--- src/rtl/stn_wr_ctrl.sv ---
// stn_wr_ctrl: upstream write stage of the stn2tft data FIFO.
// Samples the S1D13700 STN panel bus, packs nibble pairs into bytes with a
// frame-relative address and feeds them to the FIFO RAM arbiter through a
// small pending-write queue that rides out read-priority stalls.
module stn_wr_ctrl #(
  parameter int FRAME_BYTES = 4800,
  parameter int BUF_DEPTH   = 4
) (
  input  logic        clk,
  input  logic        rst_x,
  input  logic        stn_frame,
  input  logic        stn_line,
  input  logic        stn_shift,
  input  logic [3:0]  stn_data,
  output logic        fifo_wrreq,
  input  logic        fifo_wrack,
  output logic [12:0] fifo_waddr,
  output logic [7:0]  fifo_wdata,
  output logic        frame_start,
  output logic        ovf,
  input  logic        ovf_clr
);

  localparam int PTR_W = (BUF_DEPTH > 1) ? $clog2(BUF_DEPTH) : 1;
  localparam int CNT_W = PTR_W + 1;
  localparam int ENT_W = 13 + 8;
  localparam logic [12:0]      LAST_ADDR = 13'(FRAME_BYTES - 1);
  localparam logic [CNT_W-1:0] DEPTH_C   = CNT_W'(BUF_DEPTH);

  typedef enum logic [1:0] {
    WAIT_FRM = 2'd0,
    HI       = 2'd1,
    LO       = 2'd2
  } state_t;

  // Frame-relative address step; wraps at the end of the frame.
  function automatic logic [12:0] addr_inc(input logic [12:0] a);
    if (a == LAST_ADDR) return 13'd0;
    return a + 13'd1;
  endfunction

  logic              frame_p0, frame_p1, frame_p2;
  logic              line_p0, line_p1, line_p2;
  logic              shift_p0, shift_p1, shift_p2;
  logic [3:0]        data_p0, data_p1;
  logic              frame_rise, line_rise, shift_fall;

  state_t            state;
  logic [12:0]       addr;
  logic [3:0]        hold;
  logic              take_hi, enq;
  logic [ENT_W-1:0]  enq_entry;

  logic [ENT_W-1:0]  mem [BUF_DEPTH];
  logic [PTR_W-1:0]  wr_ptr, rd_ptr, rd_ptr_nxt;
  logic [CNT_W-1:0]  count, count_nxt;
  logic              pop, push, drop;
  logic [ENT_W-1:0]  head_nxt;

  // Pad synchronisers: two flops per signal plus a third for edge detection.
  always_ff @(posedge clk or negedge rst_x) begin
    if (!rst_x) begin
      frame_p0 <= 1'b0; frame_p1 <= 1'b0; frame_p2 <= 1'b0;
      line_p0  <= 1'b0; line_p1  <= 1'b0; line_p2  <= 1'b0;
      shift_p0 <= 1'b0; shift_p1 <= 1'b0; shift_p2 <= 1'b0;
      data_p0  <= 4'd0; data_p1  <= 4'd0;
    end else begin
      frame_p0 <= stn_frame; frame_p1 <= frame_p0; frame_p2 <= frame_p1;
      line_p0  <= stn_line;  line_p1  <= line_p0;  line_p2  <= line_p1;
      shift_p0 <= stn_shift; shift_p1 <= shift_p0; shift_p2 <= shift_p1;
      data_p0  <= stn_data;  data_p1  <= data_p0;
    end
  end

  // ---- stage p1/p2 boundary: edge strobes, nibble data taken from data_p1 ----
  assign frame_rise = frame_p1 & ~frame_p2;
  assign line_rise  = line_p1  & ~line_p2;
  assign shift_fall = ~shift_p1 & shift_p2;

  // A shift edge only counts when neither a frame nor a line edge claims the cycle.
  assign take_hi   = (state == HI) & shift_fall & ~frame_rise & ~line_rise;
  assign enq       = (state == LO) & shift_fall & ~frame_rise & ~line_rise;
  assign enq_entry = {addr, hold, data_p1};

  // Nibble FSM: frame/line framing, address counter and frame_start pulse.
  always_ff @(posedge clk or negedge rst_x) begin
    if (!rst_x) begin
      state       <= WAIT_FRM;
      addr        <= 13'd0;
      frame_start <= 1'b0;
    end else begin
      frame_start <= 1'b0;
      if (frame_rise) begin
        state       <= HI;
        addr        <= 13'd0;
        frame_start <= 1'b1;
      end else begin
        case (state)
          WAIT_FRM: state <= WAIT_FRM;
          HI: begin
            if (line_rise)       state <= HI;
            else if (shift_fall) state <= LO;
          end
          LO: begin
            if (line_rise) begin
              state <= HI;
            end else if (shift_fall) begin
              state <= HI;
              addr  <= addr_inc(addr);
            end
          end
          default: state <= WAIT_FRM;
        endcase
      end
    end
  end

  // High nibble holding register; pure data, no reset needed.
  always_ff @(posedge clk) begin
    if (take_hi) hold <= data_p1;
  end

  // ---- stage p2/p3 boundary: pending-write queue and registered write port ----
  // Queue bookkeeping and the next head entry shown on the write port.
  always_comb begin
    pop        = fifo_wrreq & fifo_wrack;
    push       = enq & ((count < DEPTH_C) | pop);
    drop       = enq & ~push;
    count_nxt  = count + CNT_W'(push) - CNT_W'(pop);
    rd_ptr_nxt = rd_ptr + PTR_W'(pop);
    head_nxt   = mem[rd_ptr_nxt];
    if (push && (count_nxt == CNT_W'(1))) head_nxt = enq_entry;
  end

  // Queue storage; entries keep the address captured at enqueue time.
  always_ff @(posedge clk) begin
    if (push) mem[wr_ptr] <= enq_entry;
  end

  // Queue pointers, write-port registers and sticky overflow flag.
  always_ff @(posedge clk or negedge rst_x) begin
    if (!rst_x) begin
      wr_ptr     <= '0;
      rd_ptr     <= '0;
      count      <= '0;
      fifo_wrreq <= 1'b0;
      fifo_waddr <= 13'd0;
      fifo_wdata <= 8'd0;
      ovf        <= 1'b0;
    end else begin
      if (push) wr_ptr <= wr_ptr + PTR_W'(1);
      rd_ptr     <= rd_ptr_nxt;
      count      <= count_nxt;
      fifo_wrreq <= (count_nxt != '0);
      if (count_nxt != '0) begin
        fifo_waddr <= head_nxt[ENT_W-1:8];
        fifo_wdata <= head_nxt[7:0];
      end
      if (drop)         ovf <= 1'b1;
      else if (ovf_clr) ovf <= 1'b0;
    end
  end

endmodule

--- config.mk ---
export PLATFORM = sky130hd
export DESIGN_NAME = stn_wr_ctrl
export DESIGN_NICKNAME = d
export VERILOG_FILES = /design/src/rtl/stn_wr_ctrl.sv
export SDC_FILE = /design/constraint.sdc
export NUM_CORES = 1
export LEC_CHECK = 0
export CORE_UTILIZATION = 61
export CTS_BUF_LIST = sky130_fd_sc_hd__clkbuf_8
export CTS_CLUSTER_SIZE = 16
export DETAILED_ROUTE_END_ITERATION = 12
export PLACE_DENSITY = 0.78
export SYNTH_ARGS = -nofsm -noshare
export SYNTH_HDL_FRONTEND = slang
export SYNTH_SLANG_ARGS = --single-unit
--- constraint.sdc ---
create_clock -name clk -period 3.83 [get_ports clk]
set_input_delay 0.766 -clock clk [delete_from_list [all_inputs] [get_ports clk]]
set_output_delay 0.766 -clock clk [all_outputs]
set_load 0.02 [all_outputs]
* After elaboration in Yosys (flattened, before gate mapping)
Memory sizes are Yosys's and may differ from the RTL's.
Index checks and enable logic that the tools add are counted.
** Word-level totals
- Bits in registers :: 67
- Bits in writable memories :: 84
- Input port bits :: 11
- Output and inout bits :: 24
- Word-level logic and storage cells :: 85
- Memories :: 1
** Operators by class
- Add/subtract/negate cells :: 5
- $lt $le $gt $ge :: 1
- Equality and inequality tests :: 7
- Muxes and demuxes :: 23
- Bitwise logic cells :: 19
- Reductions and logical operators :: 7
** Memories
- mem :: words 4, bits a word 21, rd ports 1, clocked after Yosys merged registers in 0, wr ports 1, line 54 : logic [ENT_W-1:0] mem [BUF_DEPTH];
** Operators by type and width (number)
- $mux W13 :: 6
- $mux W21 :: 1
- $add A13 B1 Y13 const B :: 1
- $eq A13 B13 Y1 const B :: 1
- $and A1 B1 Y1 :: 12
- $mux W1 :: 10
- $mux W2 :: 5
- $ne A4 B4 Y1 const B :: 2
- $not A1 Y1 :: 6
- $reduce_bool A2 Y1 :: 3
- $pmux W2 S2 :: 1
- $add A3 B1 Y3 :: 1
- $eq A3 B1 Y1 const B :: 1
- $lt A3 B3 Y1 const B :: 1
- $reduce_and A3 Y1 :: 1
- $reduce_bool A3 Y1 :: 1
- $sub A3 B1 Y3 :: 1
- $add A2 B1 Y2 :: 1
- $add A2 B1 Y2 const B :: 1
- $eq A2 B1 Y1 const B :: 1
- $eq A2 B2 Y1 const B :: 1
- $ne A2 B2 Y1 const B :: 1
- $reduce_and A2 Y1 :: 1
- $logic_and A1 B1 Y1 :: 1
- $or A1 B1 Y1 :: 1

* Depth between registers and ports, before layout
- Depth in word-level cells :: 11
- Gate-level depth with buffers :: 14
- Depth with buffers taken out :: 13

* Worst setup path after synthesis
No wires, ideal clock.
- Path kind :: in2reg
- Start :: input fifo_wrack
- End :: register fifo_waddr[1]
- Library setup time :: 126 ps
- Arrival time :: 3060 ps
- Data required time :: 3704 ps
- Slack :: 644 ps
- Stages on the path :: 12
- Path buffers :: 1
- Cells stage by stage :: a21boi_1 -> nor4_4 -> inv_1 -> ha_1 -> inv_1 -> ha_1 -> fa_1 -> xnor3_2 -> nor2_1 -> and3_2 -> buf_6 -> a221o_1
** On the way
- Longest elaborated chain between the ends :: 8
** Ends and longest elaborated chain
- start, declared :: line 16 : input logic fifo_wrack,
- $and A1 B1 Y1 (*) :: line 126 : pop = fifo_wrreq & fifo_wrack;
- $or A1 B1 Y1 :: line 127 : push = enq & ((count < DEPTH_C) | pop);
- $and A1 B1 Y1 :: line 127
- $add A3 B1 Y3 :: line 129 : count_nxt = count + CNT_W'(push) - CNT_W'(pop);
- $sub A3 B1 Y3 (*) :: line 129
- named net count_nxt[2] :: line 56 : logic [CNT_W-1:0] count, count_nxt;
- $eq A3 B1 Y1 :: line 132 : if (push && (count_nxt == CNT_W'(1))) head_nxt = enq_entry;
- $logic_and A1 B1 Y1 :: line 132
- $mux W21 :: line 132
- end signal, assigned :: line 156 : fifo_waddr <= head_nxt[ENT_W-1:8];
- end, declared :: line 17 : output logic [12:0] fifo_waddr,
The timed path passes the listed nets; every way through them passes the cells marked *.
A chain may end at the register's enable or synchronous reset.

* Worst setup path after layout
- Start :: register state[0]
- End :: register fifo_waddr[8]
** On the way
- Longest elaborated chain between the ends :: 10
** Ends and longest elaborated chain
- start, declared :: line 48 : state_t state;
- start signal, assigned :: line 88 : state <= WAIT_FRM;
- start signal, assigned :: line 94 : state <= HI;
- start signal, assigned :: line 99 : WAIT_FRM: state <= WAIT_FRM;
- $eq A2 B2 Y1 (*) :: line 82 : assign enq = (state == LO) & shift_fall & ~frame_rise & ~line_rise;
- $and A1 B1 Y1 (*) (3 in a row) :: line 82
- $and A1 B1 Y1 (*) :: line 127
- $add A3 B1 Y3 (*) :: line 129
- $sub A3 B1 Y3 (*) :: line 129
- named net count_nxt[2] :: line 56
- $eq A3 B1 Y1 :: line 132
- $logic_and A1 B1 Y1 :: line 132
- $mux W21 :: line 132
Marked as above.

==> qor.log <==
[status] status complete, no violations
[clocking] cts-stage hold buffer count 0
[synth] Synthesis Warnings 0
[synth] count of unique library cells instantiated by Yosys 56
[detailed_routing] drc violations 0
[global_route] initial antenna violation count 0
[die] die outline area 0.0103 mm^2
[timing] Worst Clk Skew 0.00774 ns
[timing] Slew headroom 0.399
[global_route] GRT Resource Usage Total 0.237
[worst_setup_path] arrival time at the worst endpoint 3.73 ns
[synth] part of the Yosys area used for sequential elements 0.698
[clocking] clock tree from TritonCTS done
[clocking] number of resized instances in the post-cts repair step 0
[detailed_routing] total vias in the final route 3254
[timing] final worst-path cycle share 0.877
[worst_setup_path] required arrival time at the worst endpoint 4.20 ns
[timing] Final Max Slew Viols 0
[clocking] maximum level of the CTS H-tree 4
[worst_setup_path] capturing element type of the critical path flip-flop
[cells_and_area] area growth from synthesis to layout 15.2%
[clocking] post-CTS setup-driven buffer insertion count 0
[place] Final HPWL DP 6850 um
[synth] cell count after synthesis 347
[timing] setup violation total in the final timing report 0
[synth] Mapped Nets 369
[cells_and_area] sequential cell area in the final layout 0.00422 mm^2
[die] Core ar. 0.00942 mm^2
[detailed_routing] 1st-pass router iterations 4
[worst_setup_path] family with the most delay on the worst path simple AND/OR/NAND/NOR gates
[worst_setup_path] Crit path largest cell delay 0.54 ns
[timing] setup repair after global routing missed its margin no
[run] maximum capacitance violations 0
[detailed_routing] detail-routed net length per standard cell 20.0 um
[worst_setup_path] critical path type reg -> reg
[power_and_ir_drop] power density cells 688 mW/mm^2
[worst_setup_path] library cell contributing the largest single delay on the critical path sky130_fd_sc_hd__and3_2
[detailed_routing] via/cell ratio 6.03
[power_and_ir_drop] leak pwr 2.61 nW
[global_route] maximum number of pins on one net before global-route repair 33
[place] GP Congestion 0.770
[worst_setup_path] critical path startpoint category flip-flop
[global_route] via count of the first global-routing pass 3274
[clocking] CTS root buffer sky130_fd_sc_hd__clkbuf_8
[clocking] Clk Latency, worst-skew pair 0.43 ns
[clocking] clock-pin transition on the worst setup and hold timing paths 0.09 ns
[power_and_ir_drop] Worst VDD drop 0.000408 V
[synth] share of synthesized registers carrying an async set or reset 0.417
[timing] aggregate negative setup slack 0 ns
[clocking] TritonCTS Buffers 17
[detailed_routing] overall routed net length 10800 um
[place] PortBufs 34
[cells_and_area] share of final-layout standard cells stronger than drive strength 1 0.204
[detailed_routing] 1st-iter DRT viols 189
[synth] post-synthesis cell area 0.00604 mm^2
[die] Initial Utilization 0.642
[global_route] global-route wire length before repair 17200 um
[cells_and_area] net count reported at finish 420
[worst_setup_path] Critical Path Fanout Max 21
[min_path] Hold Crit Class reg -> reg
[place] placed cell areas 0.00657 mm^2
[synth] flop and latch count out of synthesis 151
[synth] number of flops mapped to enable cells by yosys 88
[timing] fmax 298 MHz
[die] DIE WIDTH 102 um
[die] I/O pin total 35
[global_route] grt ovf 0
[cells_and_area] n_diodes 0
[die] die boundary height 102 um
[detailed_routing] remaining antenna violation count 0
[clocking] clock net sink count 151
[cells_and_area] final instance area 0.00696 mm^2
[synth] average cell area after synthesis 17.4 um^2
[die] number of standard-cell rows in the floorplan 35
[clocking] maximum buffer depth of the clock tree 2
[cells_and_area] multi-input logic area 0.00168 mm^2
[timing] clock period minus worst slack 3.36 ns
[timing] Final Hold Fails 0
[timing] slew at the pin closest to its max-slew limit 0.892 ns
[worst_setup_path] CP Cell Sequence inv_1 -> ha_1 -> nand3b_4 -> nor4_4 -> inv_1 -> ha_1 -> inv_1 -> ha_1 -> fa_1 -> xnor3_2 -> nor2_1 -> and3_2 -> a221o_1
[synth] Main synth FF type sky130_fd_sc_hd__edfxtp_1
[worst_setup_path] crit path buf inv count 3
[cells_and_area] filler cell count in the final layout 587
## cell usage in the layout, fill, tap and decap left out, types with 3 or more instances in the layout
| cell type | instances |
|---|---|
| sky130_fd_sc_hd__dfrtp_1 | 63 |
| sky130_fd_sc_hd__a22o_1 | 3 |
| sky130_fd_sc_hd__edfxtp_1 | 88 |
| sky130_fd_sc_hd__clkinvlp_4 | 4 |
| sky130_fd_sc_hd__ha_1 | 10 |
| sky130_fd_sc_hd__o21ai_0 | 5 |
| sky130_fd_sc_hd__nand3_1 | 3 |
| sky130_fd_sc_hd__clkdlybuf4s50_1 | 33 |
| sky130_fd_sc_hd__mux4_2 | 21 |
| sky130_fd_sc_hd__nor2_1 | 11 |
| sky130_fd_sc_hd__inv_6 | 4 |
| sky130_fd_sc_hd__a221o_1 | 22 |
| sky130_fd_sc_hd__inv_1 | 11 |
| sky130_fd_sc_hd__nor4_1 | 5 |
| sky130_fd_sc_hd__buf_4 | 11 |
| sky130_fd_sc_hd__clkbuf_8 | 17 |
| sky130_fd_sc_hd__and2_1 | 26 |
| sky130_fd_sc_hd__inv_8 | 4 |
| sky130_fd_sc_hd__nand2_1 | 10 |
| sky130_fd_sc_hd__nor3_1 | 6 |
## power breakdown
group | switching [W] | internal (W)
logic | 0.000758 | 0.000875
registers | 0.0000932 | 0.00189
clock network | 0.000634 | 0.000540
total | 0.00149 | 0.00330
## cells by family (layout without fill, tap and decap cells)
family | Yosys count | in the layout | share of synthesized area
compound gates | 52 | 52 | 0.0752
flops | 151 | 151 | 0.698
buf+inv | 27 | 91 | 0.0249
simple gates | 79 | 79 | 0.0876
xor+xnor | 5 | 5 | 0.00974
fa+ha+maj | 11 | 11 | 0.0240
mux | 22 | 22 | 0.0802
## stage by stage
stage	worst slack [ns]	std cells	total power (W)	util	hold slack [ns]
2_1_floorplan	0.644	347	0.00310	-	0.331
3_3_place_gp	0.189	508	0.00361	0.697	0.332
3_5_place_dp	0.0748	508	0.00367	0.697	0.336
4_1_cts	0.449	540	0.00484	0.739	0.350
5_1_grt	0.229	540	0.00502	0.739	0.362
6_report	0.471	540	0.00479	0.739	0.349
## path summary, 6_finish.rpt
kind / slack, ns / endpoint / cells after the start / start
setup / recovery: 0.47 / fifo_waddr[8]$_DFFE_PN0P_ / 13 / state[0]$_DFFE_PN0P_
hold / removal: 0.35 / data_p1[0]$_DFF_PN0_ / 0 / data_p0[0]$_DFF_PN0_
setup reg to reg: 0.47 / fifo_waddr[8]$_DFFE_PN0P_ / 13 / state[0]$_DFFE_PN0P_
hold reg to reg: 0.35 / data_p1[0]$_DFF_PN0_ / 0 / data_p0[0]$_DFF_PN0_
max in group asynchronous: 2.70 / addr[1]$_DFFE_PN0P_ / 2 / rst_x
min in group asynchronous: 0.38 / fifo_wdata[6]$_DFFE_PN0P_ / 1 / rst_x
## sequential cells by signal, indices dropped and copies added (netlist names), 2 cells and up
name / flops
fifo_waddr: 13
data_p1: 4
rd_ptr: 2
addr: 13
data_p0: 4
wr_ptr: 2
mem: 84
fifo_wdata: 8
hold: 4
state: 2
count: 3
## layout make-up
| cell class | count | share of cell area |
|---|---|---|
| well taps | 129 | 0.0232 |
| inverters | 12 | 0.00683 |
| flip-flops and latches | 151 | 0.606 |
| clock inverters | 15 | 0.0227 |
| clock buffers | 17 | 0.0336 |
| multi-input cells | 169 | 0.241 |
| repair buffers | 47 | 0.0658 |
## layer usage
metal	part of all wire	wire, um	up-vias	global-route usage
li1	-	-	1472	-
met2	0.50	5440	135	0.370
met5	0	0	-	0
met3	0.066	711	16	0.0711
met1	0.41	4490	1631	0.313
met4	0.017	184	0	0.103
## synth_stat cells, drive strengths merged, types with 2 or more instances
cell,count,area (um^2)
a211oi,2,15.0
a21boi,2,15.0
nand3,3,15.0
buf,11,87.6
mux4,21,473
nor3,7,40.0
nor2,11,41.3
a21oi,2,10.0
nand4,2,27.5
nor4b,2,17.5
xnor2,2,17.5
ha,10,125
dfrtp,63,1580
a211o,2,17.5
inv,12,47.6
a22o,3,26.3
o311ai,2,17.5
xor2,2,17.5
o21ai,7,38.8
edfxtp,88,2640
o31ai,2,15.0
a221o,22,220
nor4,7,73.8
nand2b,2,15.0
o21a,2,15.0
clkbuf,4,15.0
and2,26,163
nand2,10,37.5
(Power assumes the default switching activity.)
